<file path="config.mk">
export PLATFORM = sky130hd
export DESIGN_NAME = i2c_write_arbiter
export DESIGN_NICKNAME = d
export VERILOG_FILES = /design/src/rtl/i2c_write_arbiter.sv
export SDC_FILE = /design/constraint.sdc
export NUM_CORES = 1
export LEC_CHECK = 0
export ABC_AREA = 1
export CAP_MARGIN = 30
export CORE_ASPECT_RATIO = 1.1
export CORE_MARGIN = 10
export CORE_UTILIZATION = 30
export CTS_BUF_LIST = sky130_fd_sc_hd__clkbuf_16
export CTS_CLUSTER_SIZE = 40
export DETAILED_ROUTE_END_ITERATION = 8
export PLACE_DENSITY = 0.55
export SYNTH_ARGS = -nofsm -noshare
export SYNTH_HDL_FRONTEND = slang
export SYNTH_SLANG_ARGS = --single-unit
</file>
<file path="constraint.sdc">
create_clock -name clk -period 2.5 [get_ports clk]
set_clock_uncertainty 0.2 [all_clocks]
set_input_delay 0.625 -clock clk [delete_from_list [all_inputs] [get_ports clk]]
set_output_delay 0.625 -clock clk [all_outputs]
set_load 0.05 [all_outputs]
</file>
<file path="src/rtl/i2c_write_arbiter.sv">
// Round-robin arbiter that serialises N register-write requesters onto one shared
// I2C write master, with NACK retry and a WAIT-phase timeout.
module i2c_write_arbiter #(
    parameter int N           = 4,
    parameter int MAX_RETRY   = 2,
    parameter int TIMEOUT_CYC = 1024
) (
    input  logic             clk,
    input  logic             reset,
    input  logic [N-1:0]     req_valid,
    input  logic [7*N-1:0]   req_addr,
    input  logic [8*N-1:0]   req_reg,
    input  logic [8*N-1:0]   req_data,
    output logic [N-1:0]     req_ready,
    output logic [N-1:0]     resp_valid,
    output logic [1:0]       resp_code,
    output logic             m_go,
    output logic [6:0]       m_addr,
    output logic [7:0]       m_reg,
    output logic [7:0]       m_data,
    input  logic             m_busy,
    input  logic             m_done,
    input  logic             m_nack
);
    localparam int IW = $clog2(N);
    localparam int TW = $clog2(TIMEOUT_CYC);
    localparam int RW = (MAX_RETRY > 0) ? $clog2(MAX_RETRY + 1) : 1;
    // Compare one below the last count so RESP lands exactly TIMEOUT_CYC cycles after m_go.
    localparam logic [TW-1:0] TO_LAST = TW'(TIMEOUT_CYC - 2);
    localparam logic [RW-1:0] RETRY_MAX = RW'(MAX_RETRY);

    localparam logic [1:0] CODE_OK   = 2'b00;
    localparam logic [1:0] CODE_NACK = 2'b01;
    localparam logic [1:0] CODE_TO   = 2'b10;

    typedef enum logic [1:0] {IDLE, LAUNCH, WAIT, RESP} state_t;

    state_t         state;
    logic [IW-1:0]  rr_ptr;
    logic [IW-1:0]  grant;
    logic [RW-1:0]  retry_cnt;
    logic [TW-1:0]  timeout_cnt;

    logic           win_any;
    logic [IW-1:0]  win_idx;
    logic [N-1:0]   win_oh;
    logic [N-1:0]   grant_oh;

    // First requesting index at or after rr_ptr, wrapping around.
    always_comb begin
        int j;
        logic [IW-1:0] j_idx;
        win_any = 1'b0;
        win_idx = '0;
        j       = 0;
        j_idx   = '0;
        for (int i = 0; i < N; i++) begin
            j = int'(rr_ptr) + i;
            if (j >= N) j = j - N;
            j_idx = IW'(j);
            if (!win_any && req_valid[j_idx]) begin
                win_any = 1'b1;
                win_idx = j_idx;
            end
        end
    end

    assign win_oh    = {{(N-1){1'b0}}, 1'b1} << win_idx;
    assign grant_oh  = {{(N-1){1'b0}}, 1'b1} << grant;
    assign req_ready = (state == IDLE && win_any) ? win_oh : '0;
    assign m_go      = (state == LAUNCH) && !m_busy;

    always_ff @(posedge clk or posedge reset) begin
        if (reset) begin
            state       <= IDLE;
            rr_ptr      <= '0;
            grant       <= '0;
            retry_cnt   <= '0;
            timeout_cnt <= '0;
            resp_valid  <= '0;
            resp_code   <= CODE_OK;
            m_addr      <= '0;
            m_reg       <= '0;
            m_data      <= '0;
        end else begin
            resp_valid <= '0;
            case (state)
                IDLE: begin
                    if (win_any) begin
                        m_addr    <= req_addr[7*int'(win_idx) +: 7];
                        m_reg     <= req_reg[8*int'(win_idx) +: 8];
                        m_data    <= req_data[8*int'(win_idx) +: 8];
                        grant     <= win_idx;
                        retry_cnt <= '0;
                        state     <= LAUNCH;
                    end
                end
                LAUNCH: begin
                    if (!m_busy) begin
                        timeout_cnt <= '0;
                        state       <= WAIT;
                    end
                end
                WAIT: begin
                    timeout_cnt <= timeout_cnt + 1'b1;
                    if (m_done) begin
                        if (!m_nack) begin
                            resp_code  <= CODE_OK;
                            resp_valid <= grant_oh;
                            state      <= RESP;
                        end else if (retry_cnt < RETRY_MAX) begin
                            retry_cnt <= retry_cnt + 1'b1;
                            state     <= LAUNCH;
                        end else begin
                            resp_code  <= CODE_NACK;
                            resp_valid <= grant_oh;
                            state      <= RESP;
                        end
                    end else if (timeout_cnt == TO_LAST) begin
                        resp_code  <= CODE_TO;
                        resp_valid <= grant_oh;
                        state      <= RESP;
                    end
                end
                RESP: begin
                    rr_ptr <= (int'(grant) == N - 1) ? '0 : grant + 1'b1;
                    state  <= IDLE;
                end
                default: state <= IDLE;
            endcase
        end
    end
endmodule

</file>
== Word level (Yosys, flattened, before mapping) ==
Cells that the tools add are included.
Storage, ports and cells
  register bits after elaboration: 47
  memory bits (writable): 0
  latch bits: 0
  memories: 0
  bits in read-only memories: 0
  output and inout port bits: 34
  logic and storage cells: 110
  input bits: 101
Cells by class
  add/subtract/negate cells: 10
  multipliers: 1
  bitwise gates (word level): 0
  $lt $le $gt $ge: 9
  muxes and demuxes: 45
  shifts and indexed selects: 5
  reduce and logical (&&, ||, !) cells: 18
  equal/unequal tests: 12
  divide/modulo/power cells: 0
Operators by type and width (number)
  $shiftx A32 B6 Y8: 2
  $mux W2: 23
  $shiftx A28 B6 Y7: 1
  $mux W4: 6
  $pmux W10 S2: 1
  $lt A2 B3 Y1 const B: 4
  $add A10 B1 Y10 const B: 1
  $eq A10 B10 Y1 const B: 1
  $mux W10: 1
  $ne A2 B2 Y1 const B: 5
  $ge A3 B3 Y1 const B: 3
  $bmux W1 S2: 4
  $mux W1: 8
  $pmux W2 S4: 1
  $shl A1 B2 Y4 const A: 2
  $sub A2 B1 Y2 const B: 4
  $add A2 B2 Y3 const B: 2
  $ne A3 B3 Y1 const B: 2
  $reduce_and A3 Y1: 2
  $reduce_bool A2 Y1: 3
  $logic_and A1 B1 Y1: 5
  $mul A3 B2 Y5 const A: 1
  $reduce_and A5 Y1: 1
  $add A2 B1 Y2 const B: 2
  other kinds (9): 15

== Logic depth before layout (Yosys ltp) ==
  depth in word-level cells: 16
  gate-level depth with buffers: 18

== Least setup slack after synthesis ==
OpenSTA, ideal clock, no wires.
  path type: input to output
  start point: input req_valid[3]
  end point: output req_ready[0]
  required time: 1.675 ns
  cell stages on the path: 11
  path slack: -0.942 ns
  arrival: 2.617 ns
  cells stage by stage: inv_1 -> nand2_1 -> nand3_1 -> nand2_2 -> nor2_4 -> nand3_2 -> nand3_2 -> buf_6 -> buf_6 -> inv_2 -> nor3_1
On the way
  longest elaborated chain between the ends: 14
RTL lines
  start: declaration: RTL line 10  | input logic [N-1:0] req_valid,
  $bmux W1 S2: RTL line 61  | if (!win_any && req_valid[j_idx]) begin
  $mux W1 (implied by the code): RTL line 61
  $mux W1: RTL line 61
  $logic_not A1 Y1: RTL line 61
  $logic_and A1 B1 Y1: RTL line 61
  $mux W1: RTL line 61
  $logic_not A1 Y1: RTL line 61
  $logic_and A1 B1 Y1: RTL line 61
  $mux W1: RTL line 61
  $logic_not A1 Y1: RTL line 61
  $logic_and A1 B1 Y1: RTL line 61
  $mux W2 / $mux W1 (equally long branches): RTL line 61
  $shl A1 B2 Y4 / $logic_and A1 B1 Y1 (equally long branches): RTL line 68, 70
  $mux W4 *: RTL line 70  | assign req_ready = (state == IDLE && win_any) ? win_oh : '0;
  end: declaration: RTL line 14  | output logic [N-1:0] req_ready,
Mark *: on every way between the ends. The rest lies on a longest branch, timed or not. The select of a mux whose other input is x is not followed.

== Worst setup path in the final report ==
  start point: register rr_ptr[0]
  end point: output req_ready[0]
On the way
  longest elaborated chain between the ends: 16
RTL lines
  start: declaration: RTL line 39  | logic [IW-1:0] rr_ptr;
  start signal: assignment: RTL line 126  | rr_ptr <= (int'(grant) == N - 1) ? '0 : grant + 1'b1;
  parallel branches: the longest is 15 deep, another holds $add A2 B1 Y3
  $mux W4 *: RTL line 70
Mark *: on every way between the ends. The select of a mux whose other input is x is not followed.

==> impl_metrics.py <==
metrics = {
    "worst_setup_path": {
        "cp_common_cell": "nand2_2",
        "crit_path_max_incr_delay_ps": 400,
        "required_ps": 1670,
        "cpMaxStageDelayCell": "dfrtp_1",
        "path_cells": "inv_2, buf_12, nand2_2, nand2_2, nand2_2, nand2_4, nor2_4, nand4_1, nand3_4, buf_6, nor3_4, buf_12",
        "crit_fanout": 5,
        "path_buf_inv": 4,
        "setup.worst_path.end_class": "output port",
        "start_kind": "flop",
        "path_delay_family": "simple AND/OR/NAND/NOR gates",
        "worstRegToRegCells": 15,
        "critPathArrivalTime_ps": 1970,
        "cp.depth": 12,
        "path_class": "flop to output port",
    },
    "sta": {
        "layout_setup_ws_ps": -291,
        "setup_violations": 4,
        "grt_setup_unrepaired": "true",
        "tightest_slew_ps": 561,
        "hold_viol_final": 0,
        "timing.slew.headroom_pct": 62.5,
        "drv_slew": 0,
        "period_share_pct": 112,
        "period_needed_ps": 2790,
        "clock.fmax_mhz": 358,
    },
    "clock_network": {
        "h-tree-depth": 2,
        "clkTransAtPathRegs_ps": 60,
        "cts.sinks": 47,
        "cts-buffers-inserted": 5,
        "clockBufferDepth": 2,
        "insertion_delay_ps": 280,
        "cts_root_buf": "clkbuf_16",
        "cts_tree": "done",
    },
    "synthesis": {
        "synth_cell_types": 24,
        "ys.flop_type": "dfrtp_1",
        "synth_nets": 636,
        "synth_common_cells": "nand2_1 (273), nand3_1 (65), dfrtp_1 (47)",
        "ys_seq_elements": 47,
        "synth_edf_count": 0,
        "netlist_instances": 529,
        "yosysMostFrequentCell": "nand2_1",
        "synthesis.area_sq_um": 3310,
        "synth.avg_cell_area_sq_um": 6.26,
        "synthArstFlopShare_pct": 100,
        "synthTopCellsByArea": "dfrtp_1 (36%), nand2_1 (31%), nand3_1 (9.8%)",
        "netlist.area_leader.share_pct": 35.5,
        "netlist.top_cell.by_area": "dfrtp_1",
        "ys_seq_area_share_pct": 35.5,
        "yosysWarnings": 0,
    },
    "die": {
        "row_count": 40,
        "num_io_pins": 135,
        "core_sq_um": 10900,
        "start_util_pct": 30.5,
        "die_area_sq_um": 15600,
        "die-height_um": 130,
        "dieWidth_um": 120,
    },
    "power_and_ir_drop": {
        "power_per_cell_area_nw_per_um2": 1520,
        "power.leakage_nw": 2.76,
        "vdd_drop_max_mv": 0.979,
    },
    "placement": {
        "port_buffers": 134,
        "place_hpwl_um": 9180,
        "place_inst": 805,
        "gp_congestion": 0.816,
    },
    "hold_path": {
        "min_path_cells": 2,
        "hold_class": "flop to flop",
    },
    "layout": {
        "largest_reg_flops": 10,
        "multiInputGateArea_sq_um": 2040,
        "synthToLayoutAreaGrowth_pct": 64.2,
        "register_area_sq_um": 1180,
        "final_nets": 785,
        "num_antenna_cells": 0,
        "drive_gt1_share_pct": 16.4,
        "fin_util_pct": 50.1,
        "fill_cells": 1103,
        "finalNonFillerCells": 825,
    },
    "grt": {
        "gr-total-overflow": 0,
        "antenna_found_initial": 0,
        "grt_pass1_vias": 3801,
        "grt_pass1_wl_um": 19800,
        "grt_max_degree": 47,
        "track_usage_pct": 15.4,
    },
    "detailed_routing": {
        "drc": 0,
        "ant_nets": 0,
        "wirelength_um": 12500,
        "drt_iter0_drc": 250,
        "drt_pass1_iterations": 4,
        "wl_per_cell_um": 15.1,
        "avgViaCountPerCell": 4.63,
        "vias": 3819,
    },
    "outcome": {
        "status": "complete, but fails checks",
        "violations": "setup timing",
    },
    "run": {
        "maxCapViolCount": 0,
    },
}
[layer usage]
layer	up-vias	GRT usage, %	part of all wire (%)
met5	-	0	0
met4	0	2.06	0.27
met3	2	3.67	6.2
met2	112	25.6	46
met1	1757	20.4	48
li1	1948	-	-
[tightest hold or removal path, delay by kind of cell, from the launching register on]
family / cells / cell delay, ps
DFF: 1 / 340
and+or+nand+nor: 2 / 100
[logic make-up (layout without fill, tap and decap cells)]
group	count (synthesis)	count (layout)	synth area share, %
fa+ha+maj	6	6	2.27
xor+xnor	1	1	0.265
flops	47	47	35.5
compound gates	30	30	4.84
buf+inv	67	216	9.67
simple gates	378	378	47.4
[area by class of cell]
cell class / instances / area share (%)
well taps: 147 / 3.38
clock inverters: 2 / 0.161
clock buffers: 5 / 2.30
multi-input cells: 415 / 37.6
repair buffers: 169 / 32.0
flip-flops and latches: 47 / 21.6
inverters: 40 / 2.95
[cell usage in the layout, fill, tap and decap left out, drive strengths merged]
cell and n:
nand2 286, clkdlybuf4s50 122, nand3 68, dfrtp 47
buf 43, inv 40, o21ai 19, nor2 19
a21oi 7, ha 6, clkbuf 6, nand4 4
clkdlybuf4s15 3, clkinv 2, a31oi 1, xnor2 1
o22ai 1, o32ai 1, o41ai 1, nor3 1
[final timing paths]
path / startpoint / end / slack, ps
setup / recovery: rr_ptr[0] / req_ready[0] / -290
min in group asynchronous: reset / resp_valid[1] / 450
setup reg to reg: rr_ptr[0] / m_data[7] / 80
hold reg to reg: retry_cnt[1] / retry_cnt[1] / 280
max in group asynchronous: reset / timeout_cnt[0] / 1150
hold / removal: retry_cnt[1] / retry_cnt[1] / 280
[report_power, final]
part / leakage, nW / switching [mW] / internal [mW] / total, mW
Clock: 0.0671 / 0.277 / 0.360 / 0.637
Combinational: 2.08 / 3.98 / 2.40 / 6.37
Sequential: 0.609 / 0.183 / 1.05 / 1.24
Total: 2.76 / 4.44 / 3.81 / 8.25
[through the flow]
step	area, sq um	TNS, ps	worst slack [ps]	power, mW	hold slack [ps]
6_report	5440	-1070	-291	8.25	278
5_1_grt	5440	-3940	-437	9.01	301
4_1_cts	5380	-1140	-305	8.09	282
3_5_place_dp	5010	-17010	-636	6.93	264
3_3_place_gp	5010	-15980	-610	6.89	255
2_1_floorplan	3430	-402	-208	5.32	243
[what timing repair did]
action / in CTS / in global routing
gates cloned: 0 / 1
setup endpoints to repair: 27 / 27
resized for setup: 41 / 9
pin swaps: 17 / 2
hold buffers: 0 / 0
buffers inserted: 12 / 1
Note: power is estimated with default switching activity, not from simulation.
